**src/rtl/hazard_scoreboard_if.sv**
```systemverilog
// ID-stage request and hazard-control response bundle between the in-order pipeline
// and hazard_scoreboard. The pipeline side is master; the scoreboard side is slave.
interface hazard_scoreboard_if #(
  parameter int RAW   = 5,
  parameter int SW    = 2,
  parameter int CNT_W = 16
);
  logic           id_valid;
  logic [RAW-1:0] id_rs1;
  logic [RAW-1:0] id_rs2;
  logic           id_rs1_used;
  logic           id_rs2_used;
  logic           id_rf_we;
  logic [RAW-1:0] id_wR;
  logic           id_is_load;
  logic           ex_redirect;

  logic             pc_stall;
  logic             if_id_stall;
  logic             if_id_flush;
  logic             id_ex_bubble;
  logic [SW-1:0]    fwd_sel1;
  logic [SW-1:0]    fwd_sel2;
  logic [CNT_W-1:0] stall_cnt;
  logic [CNT_W-1:0] flush_cnt;

  modport master (
    output id_valid, id_rs1, id_rs2, id_rs1_used, id_rs2_used,
           id_rf_we, id_wR, id_is_load, ex_redirect,
    input  pc_stall, if_id_stall, if_id_flush, id_ex_bubble,
           fwd_sel1, fwd_sel2, stall_cnt, flush_cnt
  );

  modport slave (
    input  id_valid, id_rs1, id_rs2, id_rs1_used, id_rs2_used,
           id_rf_we, id_wR, id_is_load, ex_redirect,
    output pc_stall, if_id_stall, if_id_flush, id_ex_bubble,
           fwd_sel1, fwd_sel2, stall_cnt, flush_cnt
  );
endinterface

```
**src/rtl/hazard_scoreboard.sv**
```systemverilog
// Hazard, forwarding and flush controller: tracks in-flight RF writes from EX to WB
// and derives stall/bubble/flush controls, operand forwarding selects and event counters.
module hazard_scoreboard #(
  parameter int NSTAGE   = 3,
  parameter int RAW      = 5,
  parameter int LOAD_LAT = 2,
  parameter int FWD_EN   = 1,
  parameter int CNT_W    = 16
) (
  input  logic              cpu_clk,
  input  logic              cpu_rst,
  hazard_scoreboard_if.slave hz
);
  localparam int SW = $clog2(NSTAGE + 1);

  typedef struct packed {
    logic          hit;
    logic          ld;
    logic [SW-1:0] k;
  } match_t;

  // Entry k mirrors the pipeline register k stages past ID (1 = ID/EX, NSTAGE = MEM/WB).
  logic [NSTAGE:1] e_vld;
  logic [NSTAGE:1] e_we;
  logic [NSTAGE:1] e_ld;
  logic [RAW-1:0]  e_rd [1:NSTAGE];

  match_t           m1;
  match_t           m2;
  logic             hz1;
  logic             hz2;
  logic             stall;
  logic             bubble;
  logic [CNT_W-1:0] stall_cnt_q;
  logic [CNT_W-1:0] flush_cnt_q;

  function automatic logic [CNT_W-1:0] sat_inc(input logic [CNT_W-1:0] cnt, input logic en);
    if (en && (cnt != {CNT_W{1'b1}}))
      return cnt + CNT_W'(1);
    return cnt;
  endfunction

  function automatic logic is_hazard(input match_t m);
    if (FWD_EN != 0)
      return m.hit && m.ld && (int'(m.k) < LOAD_LAT);
    return m.hit;
  endfunction

  function automatic logic [SW-1:0] fwd_of(input match_t m);
    if ((FWD_EN != 0) && m.hit && !is_hazard(m))
      return m.k;
    return '0;
  endfunction

  // Youngest writer wins: scan oldest to youngest so the smallest k is assigned last.
  always_comb begin
    m1 = '0;
    m2 = '0;
    for (int k = NSTAGE; k >= 1; k--) begin
      if (e_vld[k] && e_we[k] && (e_rd[k] == hz.id_rs1)) begin
        m1.hit = 1'b1;
        m1.ld  = e_ld[k];
        m1.k   = SW'(k);
      end
      if (e_vld[k] && e_we[k] && (e_rd[k] == hz.id_rs2)) begin
        m2.hit = 1'b1;
        m2.ld  = e_ld[k];
        m2.k   = SW'(k);
      end
    end
    if (!hz.id_rs1_used || (hz.id_rs1 == '0)) m1 = '0;
    if (!hz.id_rs2_used || (hz.id_rs2 == '0)) m2 = '0;
  end

  assign hz1 = is_hazard(m1);
  assign hz2 = is_hazard(m2);

  // A redirect kills the ID instruction, so any hazard it carries is irrelevant.
  always_comb begin
    stall  = hz.id_valid && (hz1 || hz2) && !hz.ex_redirect;
    bubble = stall || hz.ex_redirect;

    hz.pc_stall     = stall;
    hz.if_id_stall  = stall;
    hz.if_id_flush  = hz.ex_redirect;
    hz.id_ex_bubble = bubble;
    hz.fwd_sel1     = fwd_of(m1);
    hz.fwd_sel2     = fwd_of(m2);
    hz.stall_cnt    = stall_cnt_q;
    hz.flush_cnt    = flush_cnt_q;
  end

  // ID -> EX boundary: valid bits shift with async clear.
  always_ff @(posedge cpu_clk or negedge cpu_rst) begin
    if (!cpu_rst) begin
      e_vld <= '0;
    end else begin
      e_vld <= {e_vld[NSTAGE-1:1], hz.id_valid && !bubble};
    end
  end

  always_ff @(posedge cpu_clk) begin
    e_we    <= {e_we[NSTAGE-1:1], hz.id_rf_we};
    e_ld    <= {e_ld[NSTAGE-1:1], hz.id_is_load};
    e_rd[1] <= hz.id_wR;
    for (int k = 2; k <= NSTAGE; k++)
      e_rd[k] <= e_rd[k-1];
  end

  always_ff @(posedge cpu_clk or negedge cpu_rst) begin
    if (!cpu_rst) begin
      stall_cnt_q <= '0;
      flush_cnt_q <= '0;
    end else begin
      stall_cnt_q <= sat_inc(stall_cnt_q, stall);
      flush_cnt_q <= sat_inc(flush_cnt_q, hz.ex_redirect);
    end
  end
endmodule

```
**src/flat_wrapper.sv**
```systemverilog
// flat-port wrapper written by rule: the top's interface ports become plain ports
module hazard_scoreboard_flat 
#(
  parameter int NSTAGE   = 3,
  parameter int RAW      = 5,
  parameter int LOAD_LAT = 2,
  parameter int FWD_EN   = 1,
  parameter int CNT_W    = 16
)
  (cpu_clk, cpu_rst, hz_id_valid, hz_id_rs1, hz_id_rs2, hz_id_rs1_used, hz_id_rs2_used, hz_id_rf_we, hz_id_wR, hz_id_is_load, hz_ex_redirect, hz_pc_stall, hz_if_id_stall, hz_if_id_flush, hz_id_ex_bubble, hz_fwd_sel1, hz_fwd_sel2, hz_stall_cnt, hz_flush_cnt);
  hazard_scoreboard_if #(.RAW(RAW), .SW(2), .CNT_W(CNT_W)) hz_i ();
  input  logic cpu_clk;
  input  logic cpu_rst;
  input wire logic [$bits(hz_i.id_valid)-1:0] hz_id_valid;
  input wire logic [$bits(hz_i.id_rs1)-1:0] hz_id_rs1;
  input wire logic [$bits(hz_i.id_rs2)-1:0] hz_id_rs2;
  input wire logic [$bits(hz_i.id_rs1_used)-1:0] hz_id_rs1_used;
  input wire logic [$bits(hz_i.id_rs2_used)-1:0] hz_id_rs2_used;
  input wire logic [$bits(hz_i.id_rf_we)-1:0] hz_id_rf_we;
  input wire logic [$bits(hz_i.id_wR)-1:0] hz_id_wR;
  input wire logic [$bits(hz_i.id_is_load)-1:0] hz_id_is_load;
  input wire logic [$bits(hz_i.ex_redirect)-1:0] hz_ex_redirect;
  output wire logic [$bits(hz_i.pc_stall)-1:0] hz_pc_stall;
  output wire logic [$bits(hz_i.if_id_stall)-1:0] hz_if_id_stall;
  output wire logic [$bits(hz_i.if_id_flush)-1:0] hz_if_id_flush;
  output wire logic [$bits(hz_i.id_ex_bubble)-1:0] hz_id_ex_bubble;
  output wire logic [$bits(hz_i.fwd_sel1)-1:0] hz_fwd_sel1;
  output wire logic [$bits(hz_i.fwd_sel2)-1:0] hz_fwd_sel2;
  output wire logic [$bits(hz_i.stall_cnt)-1:0] hz_stall_cnt;
  output wire logic [$bits(hz_i.flush_cnt)-1:0] hz_flush_cnt;
  assign hz_i.id_valid = hz_id_valid;
  assign hz_i.id_rs1 = hz_id_rs1;
  assign hz_i.id_rs2 = hz_id_rs2;
  assign hz_i.id_rs1_used = hz_id_rs1_used;
  assign hz_i.id_rs2_used = hz_id_rs2_used;
  assign hz_i.id_rf_we = hz_id_rf_we;
  assign hz_i.id_wR = hz_id_wR;
  assign hz_i.id_is_load = hz_id_is_load;
  assign hz_i.ex_redirect = hz_ex_redirect;
  assign hz_pc_stall = hz_i.pc_stall;
  assign hz_if_id_stall = hz_i.if_id_stall;
  assign hz_if_id_flush = hz_i.if_id_flush;
  assign hz_id_ex_bubble = hz_i.id_ex_bubble;
  assign hz_fwd_sel1 = hz_i.fwd_sel1;
  assign hz_fwd_sel2 = hz_i.fwd_sel2;
  assign hz_stall_cnt = hz_i.stall_cnt;
  assign hz_flush_cnt = hz_i.flush_cnt;
  hazard_scoreboard #(.NSTAGE(NSTAGE), .RAW(RAW), .LOAD_LAT(LOAD_LAT), .FWD_EN(FWD_EN), .CNT_W(CNT_W)) u_core (.cpu_clk(cpu_clk), .cpu_rst(cpu_rst), .hz(hz_i));
endmodule
```
**config.mk**
```make
export PLATFORM = sky130hd
export DESIGN_NAME = hazard_scoreboard_flat
export DESIGN_NICKNAME = d
export VERILOG_FILES = /design/src/rtl/hazard_scoreboard_if.sv /design/src/rtl/hazard_scoreboard.sv /design/src/flat_wrapper.sv
export SDC_FILE = /design/constraint.sdc
export NUM_CORES = 1
export LEC_CHECK = 0
export ABC_AREA = 1
export CAP_MARGIN = 10
export CORE_MARGIN = 1
export CORE_UTILIZATION = 60
export CTS_BUF_LIST = sky130_fd_sc_hd__clkbuf_4 sky130_fd_sc_hd__clkbuf_8
export CTS_CLUSTER_DIAMETER = 60
export DETAILED_ROUTE_END_ITERATION = 16
export DONT_BUFFER_PORTS = 1
export PLACE_DENSITY = 0.73
export SKIP_CTS_REPAIR_TIMING = 1
export SYNTH_ARGS = -nofsm -noshare
export SYNTH_HDL_FRONTEND = slang
export SYNTH_SLANG_ARGS = --single-unit
```
**constraint.sdc**
```tcl
create_clock -name cpu_clk -period 2.14 [get_ports cpu_clk]
set_input_delay 0.428 -clock cpu_clk [delete_from_list [all_inputs] [get_ports cpu_clk]]
set_output_delay 0.428 -clock cpu_clk [all_outputs]
set_load 0.02 [all_outputs]
```
# ---- After elaboration in Yosys (flattened, before gate mapping)
# Memory sizes are Yosys's and may differ from the RTL's.
# Cells that the tools add are included.
# Widths: inputs -> output; s select.
dict set report word_totals {
  register_bits 41
  ram_bits 15
  inputBits 23
  out_inout_bits 40
  elab_cells 68
  n_memories 1
}
# memory depth word_bits read_ports rd_clocked_by_memory_dff wr line
set mem_list {}
lappend mem_list {u_core.e_rd 3 5 3 0 3 hazard_scoreboard.sv:26} ;# logic [RAW-1:0] e_rd [1:NSTAGE];
dict set report classes {
  n_addsub 2
  magnitude_cmp 2
  eq_ne 8
  n_mux 18
  reduce_logical 32
}
# cell count
set op_table {}
lappend op_table {{$add 16x1->16 const B} 2}
lappend op_table {{$mux 16} 2}
lappend op_table {{$mux 4} 8}
lappend op_table {{$ne 16x16->1 const B} 2}
lappend op_table {{$eq 5x5->1} 6}
lappend op_table {{$logic_and 1x1->1} 20}
lappend op_table {{$logic_not 5->1} 2}
lappend op_table {{$mux 2} 4}
lappend op_table {{$logic_not 1->1} 6}
lappend op_table {{$logic_or 1x1->1} 4}
lappend op_table {{$lt 2x2->1 const B} 2}
lappend op_table {{$mux 1} 4}

# ---- Longest topological paths before layout
dict set report depth {
  word_depth 14
  depth_mapped 14
  mapped_depth_nobuf 14
}

# ---- Least setup slack after synthesis
# No wires, ideal clock.
dict set report synth_timing {
  path_type {input -> output}
  start {in hz_id_rs1[1]}
  end {out hz_fwd_sel1[0]}
  arrival_time_ns 1.538
  t_required_ns 1.712
  setup_slack_ns 0.174
  cell_stages 8
  path_buffers 0
  path_cell_list {inv_2 -> nand2_1 -> o21ai_0 -> a21oi_1 -> nand4_1 -> nor3_1 -> a21oi_1 -> nor3b_1}
}
dict set report synth_via {
  elab_chain_len 12
  word_cells_on_any_way 20
  classes_between {1 x order compare; 3 x eq/ne; 7 x mux; 9 x reduce/logical}
}
# element line
set synth_rtl {}
lappend synth_rtl {{start: declaration} flat_wrapper.sv:15} ;# input wire logic [$bits(hz_i.id_rs1)-1:0] hz_id_rs1;
lappend synth_rtl {{$eq 5x5->1} hazard_scoreboard.sv:60} ;# if (e_vld[k] && e_we[k] && (e_rd[k] == hz.id_rs1)) begin
lappend synth_rtl {{$logic_and 1x1->1} hazard_scoreboard.sv:60}
lappend synth_rtl {{$mux 4 (3 in series)} hazard_scoreboard.sv:60}
lappend synth_rtl {{$mux 4 *} hazard_scoreboard.sv:71} ;# if (!hz.id_rs1_used || (hz.id_rs1 == '0)) m1 = '0;
lappend synth_rtl {{$lt 2x2->1 or $logic_and 1x1->1 (tied branches)} hazard_scoreboard.sv:45} ;# return m.hit && m.ld && (int'(m.k) < LOAD_LAT);
lappend synth_rtl {{$logic_and 1x1->1} hazard_scoreboard.sv:45}
lappend synth_rtl {{$logic_not 1->1} hazard_scoreboard.sv:50} ;# if ((FWD_EN != 0) && m.hit && !is_hazard(m))
lappend synth_rtl {{$logic_and 1x1->1} hazard_scoreboard.sv:50}
lappend synth_rtl {{$mux 1} hazard_scoreboard.sv:50}
lappend synth_rtl {{$mux 2 *} hazard_scoreboard.sv:52} ;# return '0;
lappend synth_rtl {{end: declaration} flat_wrapper.sv:27} ;# output wire logic [$bits(hz_i.fwd_sel1)-1:0] hz_fwd_sel1;
# Every way passes the cells marked *; elsewhere a longest branch is shown, timed or not. The select of a mux whose other input is x is not followed.

==> reports/summary.txt <==
routed via count = 2225
number of max-cap violations = 0
Synth cell types = 34
Max Slew Vio Count = 0
Sink Count = 54
core area = 4350 um2
routability cong. = 0.937
# DRC = 0
commonest non-fill, non-tap cells in the layout = 67 x nand2_1, 43 x inv_1, 35 x dfrtp_1
sequential fraction of the synthesis area = 46.4%
GRT overflow = 0
r2r worst-path depth = 14
post-synthesis cell count = 328
Slew HR = 67.6%
prevailing post-synth register cell = dfrtp_1
Starting Density = 62.1%
Synth Cell Area = 2710 um2
Reg area = 1260 um2
share of cells above drive strength 1 = 18.3%
worst min-delay path category = input port to flop
Final Power = 0.00220 W
row count = 24
minimum clock period after layout = 2180 ps
# IOs = 63
Worst Skew = 5.95 ps
most common cell after layout, fill and taps aside = nand2_1
Worst R2R End = u_core.hz.stall_cnt[9]$_DFFE_PN0P_
Routed Antenna Nets = 0
crit-path max cell delay = 380 ps
# fillers = 349
Final HPWL DP = 4.37 mm
clk_lat worst skew = 300 ps
Num CTS Buffers = 5
DRT Wirelength = 5.92 mm
Via-to-Cell Ratio = 5.53
Worst Path Max Fanout = 3
Area Overhead vs Synth = 13.9%
total global-route track usage = 24.5%
first-pass GRT wire length = 9.32 mm
Synth warnings = 0
reg2reg setup slack = 120 ps
status = complete, but fails checks
Nets = 374
area of the multi-input gates = 1310 um2
critical-path cell list = inv_1, nand2_1, nand3_1, nor2_2, nand2_1, inv_1, a21oi_1, nor3b_1, buf_4
Worst EP required = 1710 ps
largest net degree at the start of global routing = 36
endpoints failing setup = 3
IR drop worst, VDD = 0.593 mV
die width = 69.1 um
Port Buffers = 0
H-tree depth = 2
final hold violations = 0
largest cells by area after synthesis = dfrtp_1 32%, dfxtp_1 14%, nand2_1 9.6%
Die Ht = 69.1 um
clk buf depth = 2
LEAKAGE = 1.47 nW
initial antenna violation count = 0
wire per inst = 14.7 um
Crit Path Category = flop to output port
worst setup margin = -42.9 ps
number of global-route vias before repair = 2083
Post-Syn Nets = 353
min-delay src = hz_id_wR[4]
1st-pass router iterations = 5
top cell type by total area after synthesis = dfrtp_1
unrepaired setup endpoints after global routing = true
post-synthesis register bit count = 54
critical path arrival = 1750 ps
root buf cell = clkbuf_8
CTS clk-pin slew, worst paths = 100 ps
Setup crit end kind = output port
Min-Delay Path Depth = 0
1st-iter DRT viols = 90
worst slew pin tran = 486 ps
Post-Place Worst Slack = 126 ps
Worst path slowest cell = dfxtp_1
synthesized area per cell = 8.25 um2
Die ar. = 4780 um2
failing checks = negative setup slack
Hold EP = u_core.e_rd[0][9]$_DFF_P_
CTS tree = done
Startpoint Class = flop
top cell type's share of synthesized area = 32.4%
Post-synth EDFFs = 0
asr flop ratio synth = 64.8%
diode count = 0
Power Dens Cells = 714 nW/um2
fmax = 0.458 GHz
reg2reg start = u_core.e_vld[1]$_DFF_PN0_
fin crit share = 102%
## state kept, by name, summed over array words and instances (netlist names)
name / flops
u_core.e_ld: 1
u_core.e_vld: 3
u_core.hz.flush_cnt: 16
u_core.e_we: 3
u_core.hz.stall_cnt: 16
u_core.e_rd: 15
## report_power, final
part           switching, W  internal, W  leakage, nW
clock              0.000341     0.000351       0.0585
combinational      0.000166     0.000120        0.799
sequential         0.000128      0.00110        0.614
## Yosys cell counts, types with 3 or more instances
cell / n
nand3_2: 4
nor2_1: 30
nor3_2: 3
a211oi_1: 4
dfrtp_1: 35
inv_2: 4
inv_1: 45
nand2_1: 69
xnor2_1: 14
nand3_1: 20
o22ai_1: 4
nor3_1: 10
xor2_1: 17
nand4_1: 13
dfxtp_1: 19
a21oi_1: 8
nor2_2: 4
## through the flow
| stage | instances | area [um2] | utilization [%] | TNS (ps) | hold slack [ps] |
|---|---|---|---|---|---|
| after floorplan | 328 | 2710 | - | 0 | 132 |
| after global placement | 388 | 2840 | 65.1 | 0 | 134 |
| after detailed placement | 388 | 2840 | 65.1 | 0 | 134 |
| after CTS | 396 | 2950 | 67.7 | -297 | -207 |
| after global routing | 402 | 3080 | 70.7 | -563 | 123 |
| final | 402 | 3080 | 70.7 | -60.3 | 140 |
## cell type report
type                    instances  area share [%]
clock buffers                   5            2.23
clock inverters                 3            1.42
inverters                      49            6.09
multi-input cells             221            42.4
flip-flops and latches         54            40.9
well taps                      52            2.11
repair buffers                 18            4.87
## kinds of logic (layout without fill, tap and decap cells)
logic type / count (synthesis) / after routing / synth area share (%)
adders and majority gates: 2 / 2 / 0.925
buffers and inverters: 53 / 75 / 7.72
DFF: 54 / 54 / 46.4
and+or+nand+nor: 164 / 164 / 29.2
muxes: 1 / 1 / 0.416
AOI/OAI and AO/OA: 23 / 23 / 5.27
xor gates and xnor gates: 31 / 31 / 10.0
## critical path: cells and delay by family, from the launching register on
family	cells	cell delay (ps)
AOI/OAI and AO/OA	1	50
buffers and inverters	3	360
DFF	1	380
and+or+nand+nor	5	660
## worst max-delay path by stage
| stage | endpoint | depth (start not counted) | start |
|---|---|---|---|
| floorplan | hz_fwd_sel1[0] | 8 | hz_id_rs1[1] |
| global placement | u_core.hz.stall_cnt[12]$_DFFE_PN0P_ | 11 | hz_id_rs1[4] |
| detailed placement | u_core.hz.stall_cnt[12]$_DFFE_PN0P_ | 11 | hz_id_rs1[4] |
| finish | hz_fwd_sel1[0] | 9 | u_core.e_rd[0][6]$_DFF_P_ |
| global route | hz_fwd_sel1[0] | 7 | u_core.e_rd[0][8]$_DFF_P_ |
| CTS | hz_pc_stall | 8 | u_core.e_vld[1]$_DFF_PN0_ |
## routing by layer
layer	GRT usage (%)	share of wire, %
met1	28.8	41
met2	43.3	51
met3	6.58	5.5
met5	0	0
met4	8.16	2.0
(Power assumes the default switching activity.)
